--- src/rtl/result_drain_pkg.sv ---
// Shared definitions for the result drain sequencer: state encoding,
// skid FIFO sizing and the default result-path widths.
`ifndef DATA_WIDTH
`define DATA_WIDTH 32
`endif
`ifndef ADDR_WIDTH
`define ADDR_WIDTH 10
`endif

package result_drain_pkg;

  typedef enum logic [1:0] {
    ST_IDLE  = 2'd0,
    ST_RUN   = 2'd1,
    ST_DRAIN = 2'd2,
    ST_DONE  = 2'd3
  } drain_state_t;

  localparam int unsigned DRAIN_FIFO_DEPTH = 2;
  localparam int unsigned DRAIN_FIFO_CNT_W = $clog2(DRAIN_FIFO_DEPTH + 1);

endpackage

--- src/rtl/result_drain_skid_fifo.sv ---
// drain_skid_fifo: 2-entry FIFO with a registered head word.
// The head register always holds the oldest entry so the stream output is
// a direct register with no read mux.
module drain_skid_fifo
  import result_drain_pkg::*;
#(
  parameter int unsigned WIDTH = 33
) (
  input  logic                        i_clk,
  input  logic                        i_rst_n,
  input  logic                        i_push,
  input  logic [WIDTH-1:0]            i_din,
  input  logic                        i_pop,
  output logic [WIDTH-1:0]            o_head,
  output logic                        o_valid,
  output logic [DRAIN_FIFO_CNT_W-1:0] o_count
);

  logic [WIDTH-1:0]            r_head;
  logic [WIDTH-1:0]            r_tail;
  logic [DRAIN_FIFO_CNT_W-1:0] r_count;

  // Head/tail shift register; push and pop together keep the count.
  always_ff @(posedge i_clk or negedge i_rst_n) begin
    if (!i_rst_n) begin
      r_head  <= '0;
      r_tail  <= '0;
      r_count <= '0;
    end else begin
      case ({i_push, i_pop})
        2'b10: begin
          if (r_count == '0) r_head <= i_din;
          else               r_tail <= i_din;
          r_count <= r_count + 1'b1;
        end
        2'b01: begin
          r_head  <= r_tail;
          r_count <= r_count - 1'b1;
        end
        2'b11: begin
          if (r_count == DRAIN_FIFO_CNT_W'(1)) begin
            r_head <= i_din;
          end else begin
            r_head <= r_tail;
            r_tail <= i_din;
          end
        end
        default: ;
      endcase
    end
  end

  assign o_head  = r_head;
  assign o_valid = (r_count != '0);
  assign o_count = r_count;

endmodule

--- src/rtl/result_drain.sv ---
// result_drain: pulses processor start, waits for done, then streams result
// memory words 0..DEPTH-1 out on a valid/ready interface with a last flag.
// Optional: define DRAIN_CHECKSUM_EN to add checksum_o (sum of accepted words).
module result_drain
  import result_drain_pkg::*;
#(
  parameter int unsigned DATA_WIDTH = `DATA_WIDTH,
  parameter int unsigned ADDR_WIDTH = `ADDR_WIDTH,
  parameter int unsigned DEPTH      = 1024
) (
  input  logic                  CLK,
  input  logic                  RST,
  input  logic                  start_i,
  output logic                  proc_start_o,
  input  logic                  proc_done_i,
  output logic [ADDR_WIDTH-1:0] mem_addr_o,
  output logic                  mem_ena_o,
  output logic                  mem_wea_o,
  input  logic [DATA_WIDTH-1:0] mem_data_i,
  output logic [DATA_WIDTH-1:0] m_data_o,
  output logic                  m_valid_o,
  input  logic                  m_ready_i,
  output logic                  m_last_o,
  output logic                  busy_o,
  output logic                  done_o
`ifdef DRAIN_CHECKSUM_EN
  ,
  output logic [DATA_WIDTH-1:0] checksum_o
`endif
);

  localparam logic [ADDR_WIDTH:0]       LP_DEPTH      = (ADDR_WIDTH + 1)'(DEPTH);
  localparam logic [ADDR_WIDTH:0]       LP_LAST       = (ADDR_WIDTH + 1)'(DEPTH - 1);
  localparam logic [DRAIN_FIFO_CNT_W:0] LP_FIFO_DEPTH = (DRAIN_FIFO_CNT_W + 1)'(DRAIN_FIFO_DEPTH);

  drain_state_t                r_state;
  logic                        r_proc_start;
  logic                        r_busy;
  logic                        r_done;
  logic                        r_inflight;
  logic                        r_inflight_last;
  logic [ADDR_WIDTH:0]         r_rd_addr;

  logic                        w_issue;
  logic                        w_pop;
  logic                        w_start_run;
  logic                        w_fifo_valid;
  logic                        w_head_last;
  logic [DATA_WIDTH-1:0]       w_head_data;
  logic [DATA_WIDTH:0]         w_fifo_din;
  logic [DATA_WIDTH:0]         w_fifo_head;
  logic [DRAIN_FIFO_CNT_W-1:0] w_fifo_count;
  logic [DRAIN_FIFO_CNT_W:0]   w_occupancy;

  assign w_start_run = (r_state == ST_IDLE) && start_i;
  assign w_pop       = w_fifo_valid && m_ready_i;
  assign w_fifo_din  = {r_inflight_last, mem_data_i};
  assign {w_head_last, w_head_data} = w_fifo_head;

  // Issue a read only while queued plus in-flight words (less the one
  // leaving this cycle) still fit the skid FIFO.
  always_comb begin
    w_occupancy = {1'b0, w_fifo_count} + {{DRAIN_FIFO_CNT_W{1'b0}}, r_inflight};
    w_issue     = 1'b0;
    if ((r_state == ST_DRAIN) && (r_rd_addr < LP_DEPTH)) begin
      w_issue = w_occupancy < (LP_FIFO_DEPTH + {{DRAIN_FIFO_CNT_W{1'b0}}, w_pop});
    end
  end

  // Sequencer FSM with registered start/busy/done outputs.
  always_ff @(posedge CLK or negedge RST) begin
    if (!RST) begin
      r_state      <= ST_IDLE;
      r_proc_start <= 1'b0;
      r_busy       <= 1'b0;
      r_done       <= 1'b0;
    end else begin
      r_done <= 1'b0;
      case (r_state)
        ST_IDLE: begin
          if (start_i) begin
            r_state      <= ST_RUN;
            r_proc_start <= 1'b1;
            r_busy       <= 1'b1;
          end
        end
        ST_RUN: begin
          if (proc_done_i) begin
            r_state      <= ST_DRAIN;
            r_proc_start <= 1'b0;
          end
        end
        ST_DRAIN: begin
          if (w_pop && w_head_last) begin
            r_state <= ST_DONE;
            r_done  <= 1'b1;
          end
        end
        ST_DONE: begin
          r_state <= ST_IDLE;
          r_busy  <= 1'b0;
        end
        default: r_state <= ST_IDLE;
      endcase
    end
  end

  // Read address counter and one-cycle read-latency tracking.
  always_ff @(posedge CLK or negedge RST) begin
    if (!RST) begin
      r_rd_addr       <= '0;
      r_inflight      <= 1'b0;
      r_inflight_last <= 1'b0;
    end else begin
      r_inflight      <= w_issue;
      r_inflight_last <= w_issue && (r_rd_addr == LP_LAST);
      if (w_start_run)  r_rd_addr <= '0;
      else if (w_issue) r_rd_addr <= r_rd_addr + 1'b1;
    end
  end

  drain_skid_fifo #(
    .WIDTH (DATA_WIDTH + 1)
  ) u_fifo (
    .i_clk   (CLK),
    .i_rst_n (RST),
    .i_push  (r_inflight),
    .i_din   (w_fifo_din),
    .i_pop   (w_pop),
    .o_head  (w_fifo_head),
    .o_valid (w_fifo_valid),
    .o_count (w_fifo_count)
  );

`ifdef DRAIN_CHECKSUM_EN
  logic [DATA_WIDTH-1:0] r_checksum;

  // Running sum of accepted words, cleared when a run starts.
  always_ff @(posedge CLK or negedge RST) begin
    if (!RST)         r_checksum <= '0;
    else if (w_start_run) r_checksum <= '0;
    else if (w_pop)   r_checksum <= r_checksum + w_head_data;
  end

  assign checksum_o = r_checksum;
`endif

  assign proc_start_o = r_proc_start;
  assign mem_ena_o    = w_issue;
  assign mem_addr_o   = r_rd_addr[ADDR_WIDTH-1:0];
  assign mem_wea_o    = 1'b0;
  assign m_data_o     = w_head_data;
  assign m_valid_o    = w_fifo_valid;
  assign m_last_o     = w_fifo_valid && w_head_last;
  assign busy_o       = r_busy;
  assign done_o       = r_done;

endmodule

--- config.mk ---
export PLATFORM = sky130hd
export DESIGN_NAME = result_drain
export DESIGN_NICKNAME = d
export VERILOG_FILES = /design/src/rtl/result_drain_pkg.sv /design/src/rtl/result_drain_skid_fifo.sv /design/src/rtl/result_drain.sv
export SDC_FILE = /design/constraint.sdc
export NUM_CORES = 1
export LEC_CHECK = 0
export CAP_MARGIN = 20
export CORE_MARGIN = 2
export CORE_UTILIZATION = 46
export DETAILED_ROUTE_END_ITERATION = 16
export PLACE_DENSITY_LB_ADDON = 0.05
export SYNTH_ARGS = -nofsm -noshare
export SYNTH_HDL_FRONTEND = slang
export SYNTH_SLANG_ARGS = --single-unit
--- constraint.sdc ---
create_clock -name CLK -period 2.23 [get_ports CLK]
set_input_delay 0.446 -clock CLK [delete_from_list [all_inputs] [get_ports CLK]]
set_output_delay 0.446 -clock CLK [all_outputs]
set_load 0.01 [all_outputs]
# ---- Word level (Yosys, flattened, before mapping)
# Index checks and enable logic that the tools add are counted.
dict set report word_totals {
  reg_bits 86
  input_bits 37
  output_inout_bits 49
  word_cells 71
}
dict set report op_classes {
  n_addsub 5
  n_lt_le_gt_ge 2
  eq_ne 14
  muxes 20
  reduce_logical 20
}
# op n
set op_table {}
lappend op_table {{$mux W33} 4}
lappend op_table {{$pmux W33 S3} 1}
lappend op_table {{$pmux W33 S2} 1}
lappend op_table {{$mux W11} 2}
lappend op_table {{$reduce_bool A2 Y1} 6}
lappend op_table {{$add A11 B1 Y11 const B} 1}
lappend op_table {{$eq A11 B10 Y1 const B} 1}
lappend op_table {{$lt A11 B11 Y1 const B} 1}
lappend op_table {{$reduce_and A3 Y1} 3}
lappend op_table {{$eq A2 B2 Y1 const B} 4}
lappend op_table {{$ne A2 B2 Y1 const B} 4}
lappend op_table {{$pmux W2 S4} 1}
lappend op_table {{$eq A2 B1 Y1 const B} 3}
lappend op_table {{$logic_and A1 B1 Y1} 6}
lappend op_table {{$mux W2} 3}
lappend op_table {{$mux W1} 5}
lappend op_table {{$logic_not A2 Y1} 2}
lappend op_table {{$ne A2 B1 Y1 const B} 2}
lappend op_table {{$pmux W1 S2} 2}
lappend op_table {{$pmux W2 S2} 1}
lappend op_table {{$reduce_and A2 Y1} 2}
lappend op_table {{$add A2 B1 Y3} 1}
lappend op_table {{$add A2 B1 Y3 const A} 1}
lappend op_table {{$lt A3 B3 Y1} 1}
lappend op_table {{3 further kinds} 3}

# ---- Depth between registers and ports, before layout
# Gate-level depths: netlist (run 1).
dict set report logic_depth {
  ltp_word 7
  mapped_depth 9
  ltp_nobuf 8
}

# ---- Modules after synthesis
# A second synthesis (run 1) with hierarchy kept.
dict set report unflattened {
  cells_unflattened 391
  hier_area_um2 4135.2
}
# mod instances cells_per_inst area_per_inst_um2
set modules_own_cells {}
lappend modules_own_cells {drain_skid_fifo 1 284 3098.0}
lappend modules_own_cells {result_drain 1 107 1037.2}

# ---- Worst setup path after synthesis (run 1)
# Ideal clock, no wire load.
dict set report synth_timing {
  path_type {reg2reg}
  start {reg u_fifo.r_count[0], in the netlist u_fifo.o_count[0]}
  end {reg u_fifo.r_tail[10]}
  setup_time_ps 125
  arrival_ps 2146
  required_time_ps 2105
  path_slack_ps -40
  stages_incl_launch_ff 10
  period_less_slack_ps 2270
  path_cell_list {dfrtp_1 -> inv_1 -> ha_1 -> nor2b_1 -> inv_1 -> ha_1 -> mux2_2 -> nand2_1 -> buf_2 -> mux2_2}
}
dict set report synth_via {
  elab_chain_cells 5
  word_cells_on_any_way 11
  cone_classes {eq/ne: 5; mux: 1; reduce/logical: 5}
}
# item line_no
set synth_lines {}
lappend synth_lines {{start: declaration} result_drain_skid_fifo.sv:21} ;# logic [DRAIN_FIFO_CNT_W-1:0] r_count;
lappend synth_lines {{start signal: assignment} result_drain_skid_fifo.sv:34} ;# r_count <= r_count + 1'b1;
lappend synth_lines {{start signal: assignment} result_drain_skid_fifo.sv:38} ;# r_count <= r_count - 1'b1;
lappend synth_lines {{$reduce_bool A2 Y1} result_drain_skid_fifo.sv:54} ;# assign o_valid = (r_count != '0);
lappend synth_lines {{$logic_and A1 B1 Y1} result_drain.sv:56} ;# assign w_pop = w_fifo_valid && m_ready_i;
lappend synth_lines {{$eq A2 B2 Y1} result_drain_skid_fifo.sv:30} ;# case ({i_push, i_pop})
lappend synth_lines {{$ne A2 B2 Y1 (no line) / $reduce_bool A2 Y1 (equally long branches)} -}
lappend synth_lines {{$reduce_and A3 Y1 (no line)} -}
lappend synth_lines {{end signal: assignment} result_drain_skid_fifo.sv:33} ;# else r_tail <= i_din;
lappend synth_lines {{end signal: assignment} result_drain_skid_fifo.sv:45} ;# r_tail <= i_din;
lappend synth_lines {{end: declaration} result_drain_skid_fifo.sv:20} ;# logic [WIDTH-1:0] r_tail;
# Parallel ways exist; a longest one is shown, timed or not.
# A chain may end at the register's enable or synchronous reset.

# ---- Worst setup path after layout (run 1)
dict set report layout_timing {
  start {reg u_fifo.r_count[0], in the netlist u_fifo.o_count[0]}
  end {out mem_ena_o}
}
dict set report layout_via {
  elab_chain_cells 5
  word_cells_on_any_way 6
  cone_classes {add/sub: 2; order compare: 1; mux: 1; reduce/logical: 2}
}
# item line_no
set layout_lines {}
lappend layout_lines {{$reduce_bool A2 Y1} result_drain_skid_fifo.sv:54}
lappend layout_lines {{$logic_and A1 B1 Y1} result_drain.sv:56}
lappend layout_lines {{$add A2 B1 Y3} result_drain.sv:66} ;# w_issue = w_occupancy < (LP_FIFO_DEPTH + {{DRAIN_FIFO_CNT_W{1'b0}}, w_pop});
lappend layout_lines {{$lt A3 B3 Y1 (*)} result_drain.sv:66}
lappend layout_lines {{$mux W1 (*)} result_drain.sv:65} ;# if ((r_state == ST_DRAIN) && (r_rd_addr < LP_DEPTH)) begin
lappend layout_lines {{end: declaration} result_drain.sv:17} ;# output logic mem_ena_o,
# Mark *: on every way between the ends. The rest lies on a longest branch, timed or not.

==> results of run 1 <==
-- layout by cell type (no fill, tap or decap), types with 2 or more instances in the layout --
cell	netlist	routed
mux2_2	35	21
ha_2	0	4
or3b_4	1	2
clkdlybuf4s50_1	0	80
a21oi_1	6	4
mux2_4	0	14
nor2_1	5	5
clkinv_2	0	2
clkbuf_8	0	9
ha_1	12	7
mux2i_1	4	4
inv_1	12	11
o21ai_0	39	38
nand3_1	3	3
bufinv_16	0	2
dfrtp_1	86	86
a22oi_1	33	32
nor2b_1	3	2
or3_1	3	3
buf_12	0	8
xnor2_1	4	4
nand2_1	50	48
buf_16	0	2
buf_4	43	25
dlygate4sd2_1	0	2
-- power by group through the flow --
stage	combinational [W]	sequential, W	clock [W]
floorplan	0.00212	0.00253	0
global placement	0.00316	0.00257	0
detailed placement	0.00322	0.00260	0
CTS	0.00356	0.00258	0.00121
global route	0.00398	0.00267	0.00127
finish	0.00364	0.00258	0.00118
-- per-stage QoR --
| step | util | instance area, um2 | power (W) |
|---|---|---|---|
| after floorplan | - | 4100 | 0.00465 |
| after global placement | 0.578 | 5020 | 0.00573 |
| after detailed placement | 0.578 | 5020 | 0.00582 |
| after CTS | 0.624 | 5420 | 0.00735 |
| after global routing | 0.631 | 5480 | 0.00793 |
| final | 0.631 | 5480 | 0.00739 |
-- path summary, 6_finish.rpt --
kind	cells past startpoint	to
max	5	mem_ena_o
min	1	u_fifo.o_head[20]
max reg2reg	11	u_fifo.r_tail[13]
min reg2reg	2	u_fifo.o_head[22]
max in group asynchronous	2	u_fifo.o_head[16]
min in group CLK	2	u_fifo.o_head[22]
-- logic make-up after synthesis --
| group | Yosys count | synth area share |
|---|---|---|
| DFF | 86 | 0.525 |
| and+or+nand+nor | 72 | 0.0782 |
| muxes | 39 | 0.106 |
| buffers and inverters | 72 | 0.106 |
| other | 1 | 0.000915 |
| AOI/OAI and AO/OA | 89 | 0.138 |
| xor gates and xnor gates | 4 | 0.00855 |
| adders and majority gates | 12 | 0.0366 |
-- state kept, by name, summed over array words and instances, names as in the netlist --
name and cells:
u_fifo.o_head 33, u_fifo.r_tail 33, r_rd_addr 11, r_state 2, u_fifo.o_count 2, busy_o 1
done_o 1, proc_start_o 1, r_inflight 1, r_inflight_last 1
-- per-layer routing --
layer | global-route usage | part of all wire | routed length, um | vias up
li1 | - | - | - | 1401
met1 | 0.244 | 0.46 | 3930 | 1407
met2 | 0.311 | 0.49 | 4200 | 67
met3 | 0.0358 | 0.037 | 315 | 9
met4 | 0.0601 | 0.015 | 127 | 0
met5 | 0 | 0 | 0 | -
-- area by class of cell --
| cell class | instances | area share |
|---|---|---|
| sequential | 86 | 0.393 |
| multi-input combinational | 217 | 0.302 |
| timing repair buffer | 121 | 0.233 |
| tap | 108 | 0.0247 |
| clock buffer | 9 | 0.0226 |
| clock inverter | 6 | 0.0158 |
| inverter | 12 | 0.00823 |
-- timing repair --
action	CTS	global route
setup buffers	3	0
pin swaps	1	1
cloned	2	1
gates resized for setup	32	10
setup endpoints to repair	36	62
==> impl_metrics.ini, run 1 <==
[global_route]
grt_max_degree = 41
grtUsageTotal = 0.186
grt-ovfl-total = 0
antenna_found_initial = 0
first_global_vias = 2963
grt_pass1_wl_um = 14500

[power]
p_seq_frac = 0.349
clkPwrFrac = 0.159
p_leak_nw = 2.45
cellPowerDensity_nw_per_um2 = 1350
peakVddDrop_mv = 0.641
switchingPower_w = 0.00246
pwr-share-comb = 0.492
swShare = 0.332
cellInternalPower_w = 0.00494

[floorplan]
dieArea_um2 = 9680
fp.coreArea_um2 = 8680
pin_count = 86
start_util = 0.472
row_count = 34
die_width_um = 98.4
die_h_um = 98.4

[synth]
ys_top_cells_by_count = 86 x dfrtp_1, 50 x nand2_1, 43 x buf_4, 39 x o21ai_0, 35 x mux2_2
syn_avg_cell_area_um2 = 10.9
synth_cell_types = 37
yosysTopAreaCellShare = 0.525
ys_async_sr_fraction = 1.00
synth_area_um2 = 4100
synth.yosys.seq_area_share = 0.525
syn_inst = 375
synth-edff-count = 0
synth_area_leaders = dfrtp_1 53%, mux2_2 9.6%, buf_4 7.9%, a22oi_1 6.0%, o21ai_0 4.8%
synth_top_cell_by_area = dfrtp_1
syn_nets = 424
yosys_warnings = 0
yosysMostFrequentCell = dfrtp_1
synth_ff_type = dfrtp_1
synth-seq-cells = 86

[worst_setup_path]
required_ns = 1.78
path_delay_family = flip-flops
rrSetupSlack_ns = 0.04
crit_start = u_fifo.o_count[0]
worstSetupPathType = reg -> out
cp_num_buf_inv = 1
slowest_stage = dfrtp_1
crit_arrival_ns = 1.76
cp_slowest_stage_delay_ns = 0.43
crit_fanout = 3
cp-end-kind = output pin
crit_top_cell = ha_2
rr_startpoint = u_fifo.o_count[1]
path_cells = ha_2 > ha_2 > or3b_4 > a21oi_2 > buf_2
cp-start-kind = register

[sta]
skew_ns = 0.00697
tightest_slew_ns = 0.532
final_max_slew_viol_count = 0
fin_crit_sh = 0.990
setup-tns-final_ns = 0
setup_slack_ns = 0.0230
hold-worst-slack_ns = 0.0647
slew_headroom = 0.646
finalCriticalPeriod_ns = 2.21
rsz0062_at_grt = yes
setup_violations = 0
fmax_mhz = 453
hold_violations = 0

[finish]
finalNonFillerCells = 559
area_growth_pct = 33.6
antenna_cells = 0
regArea_um2 = 2150
drive_gt1_frac = 0.242
nets = 496
multi_input_area_um2 = 1660
fillers = 742

[clock_network]
cts_sinks = 86
cts_buffers = 9
clk_latency_ns = 0.35
hold_buffers = 0
clk_pin_slew_worst_paths_ns = 0.09
clock-root-buffer = clkbuf_8
cts_tree = yes
cts_htree_levels = 3
clock_path_buffers = 2

[detailed_routing]
drt-initial-drc-count = 89
wl_um = 8570
drc = 0
via_per_inst = 5.16
wire_per_inst_um = 15.3
ant_nets = 0
vias = 2884
first_pass_iters = 4

[worst_hold_path]
min_path_type = in -> async

[status]
outcome = finished, final reports clean

[place]
place_inst = 538
detailed_place_hpwl_um = 5540
gp_congestion = 0.699
io_buffers = 84
dp_slack_ns = -0.268

[run]
maxCapViolCount = 0
(Power assumes the default switching activity.)
==> run 2: changes to the inputs <==
==> constraint.sdc (replaced) <==
create_clock -name CLK -period 2.23 [get_ports CLK]
set_input_delay 0.5575 -clock CLK [delete_from_list [all_inputs] [get_ports CLK]]
set_output_delay 0.5575 -clock CLK [all_outputs]
set_load 0.01 [all_outputs]
==> run 2 against run 1 <==
Effect of this change: the run now ends with negative setup slack left; combinational power fell by 6.0%; via count decreased by 0.10%; sequential share of layout area up 0.76 points; largest power group unchanged; setup slack worse by 0.092 ns; cell area fell by 1.9%.
==> impl_metrics.ini, run 2 (synthesis gave the netlist of run 1 again) <==
[finish]
antenna_cells = 0
final_cell_mix = 86 x dfrtp_1, 80 x clkdlybuf4s50_1, 48 x nand2_1, 39 x o21ai_0, 35 x mux2_2
area_growth_pct = 31.1
multi_input_area_um2 = 1590
nets = 493
regArea_um2 = 2150
final_cell_area_um2 = 5370
drive_gt1_frac = 0.225
mostFrequentLayoutCell = dfrtp_1
fillers = 733

[global_route]
grt-ovfl-total = 0
first_global_vias = 2866
antenna_found_initial = 0
grt_max_degree = 41
grt_pass1_wl_um = 13900
grtUsageTotal = 0.179

[clock_network]
cts_setup_buffers = 0
hold_buffers = 0
cts_htree_levels = 3
clock_path_buffers = 2
clk_latency_ns = 0.36
cts_tree = yes
cts_sinks = 86
clk_pin_slew_worst_paths_ns = 0.09
clock-root-buffer = clkbuf_8
cts_buffers = 9

[detailed_routing]
vias = 2881
first_pass_iters = 4
ant_nets = 0
wl_um = 8360
drc = 0
via_per_inst = 5.18
wire_per_inst_um = 15.0
drt-initial-drc-count = 148

[sta]
setup-tns-final_ns = -0.0688
setup_slack_ns = -0.0688
fmax_mhz = 435
setup_violations = 1
finalCriticalPeriod_ns = 2.30
tightest_slew_ns = 0.547
rsz0062_at_grt = yes
final_max_slew_viol_count = 0
slew_headroom = 0.635
skew_ns = 0.0107
hold_violations = 0
fin_crit_sh = 1.03

[status]
outcome = complete, but fails checks
violations = negative setup slack

[floorplan]
die_width_um = 98.4
pin_count = 86
row_count = 34
fp.coreArea_um2 = 8680
die_h_um = 98.4
dieArea_um2 = 9680
start_util = 0.472

[worst_setup_path]
cp-start-kind = register
crit_fanout = 3
crit_top_cell = ha_2
cp-end-kind = output pin
worstSetupPathType = reg -> out
path_cells = ha_2 > ha_2 > or3b_4 > a21oi_2 > buf_2
slowest_stage = dfrtp_1
required_ns = 1.67
cp_slowest_stage_delay_ns = 0.41
crit_arrival_ns = 1.74

[place]
io_buffers = 84
detailed_place_hpwl_um = 5500
dp_slack_ns = -0.478
gp_congestion = 0.779
placedInstanceArea_um2 = 5030

[worst_hold_path]
min_path_type = in -> async

[power]
peakVddDrop_mv = 0.569
p_leak_nw = 2.37
cellPowerDensity_nw_per_um2 = 1340

[run]
maxCapViolCount = 0
-- run 2: cell types whose count changed in the layout (fill, tap and decap cells not counted), moves of 2 or more --
cell / before / now
mux2_2: 21 / 35
mux2_4: 14 / 0
buf_4: 25 / 23
clkinv_2: 2 / 0
ha_1: 7 / 9
ha_2: 4 / 2
-- run 2: critical path, delay by kind of cell (launching register included) --
family	cells	cell delay, ns
fa+ha+maj	2	0.34
flops	1	0.41
compound gates	1	0.13
buf+inv	1	0.14
simple gates	1	0.38
-- run 2: metal layers --
layer,vias to the layer above,global-route usage,routed length (um)
met4,0,0.0548,117
met2,60,0.301,4070
li1,1394,-,-
met1,1418,0.231,3820
met5,-,0,0
met3,9,0.0437,358
-- run 2: where the power goes --
part	leakage, nW	internal, W	switching, W	total [W]
combinational	1.20	0.00193	0.00149	0.00342
clock	0.0990	0.000629	0.000564	0.00119
sequential	1.07	0.00222	0.000347	0.00257
-- run 2: what timing repair did --
item                                   4_1_cts  5_1_grt
gates cloned                                 1        2
endpoints found under the hold margin        0        0
setup endpoints to repair                   37       35
gates resized for setup                     15        6
pin swaps                                    0        1
-- run 2: cell type report --
class / count / area share
inverters: 12 / 0.00839
well taps: 108 / 0.0252
repair buffers: 118 / 0.230
clock inverters: 5 / 0.0156
clock buffers: 10 / 0.0238
multi-input cells: 217 / 0.296
flip-flops and latches: 86 / 0.401
-- run 2: worst paths after layout --
path	cells after the start	startpoint	to	slack, ns
worst max register to register	10	u_fifo.o_count[0]	u_fifo.r_tail[15]	0.05
worst max-delay path	5	u_fifo.o_count[0]	mem_ena_o	-0.07
worst min register to register	2	u_fifo.o_head[17]	u_fifo.o_head[17]	0.48
max in group asynchronous	2	RST	u_fifo.r_tail[29]	1.46
worst min-delay path	1	RST	u_fifo.o_head[19]	0.18
min in group CLK	2	u_fifo.o_head[17]	u_fifo.o_head[17]	0.48
-- run 2: metrics by stage --
stage	instances	power, W	util	hold slack, ns
after floorplan	375	0.00465	-	0.262
final	556	0.00718	0.619	0.175
after global routing	556	0.00772	0.619	0.210
after CTS	554	0.00714	0.610	0.187
after detailed placement	538	0.00585	0.579	0.467
after global placement	538	0.00576	0.579	0.460
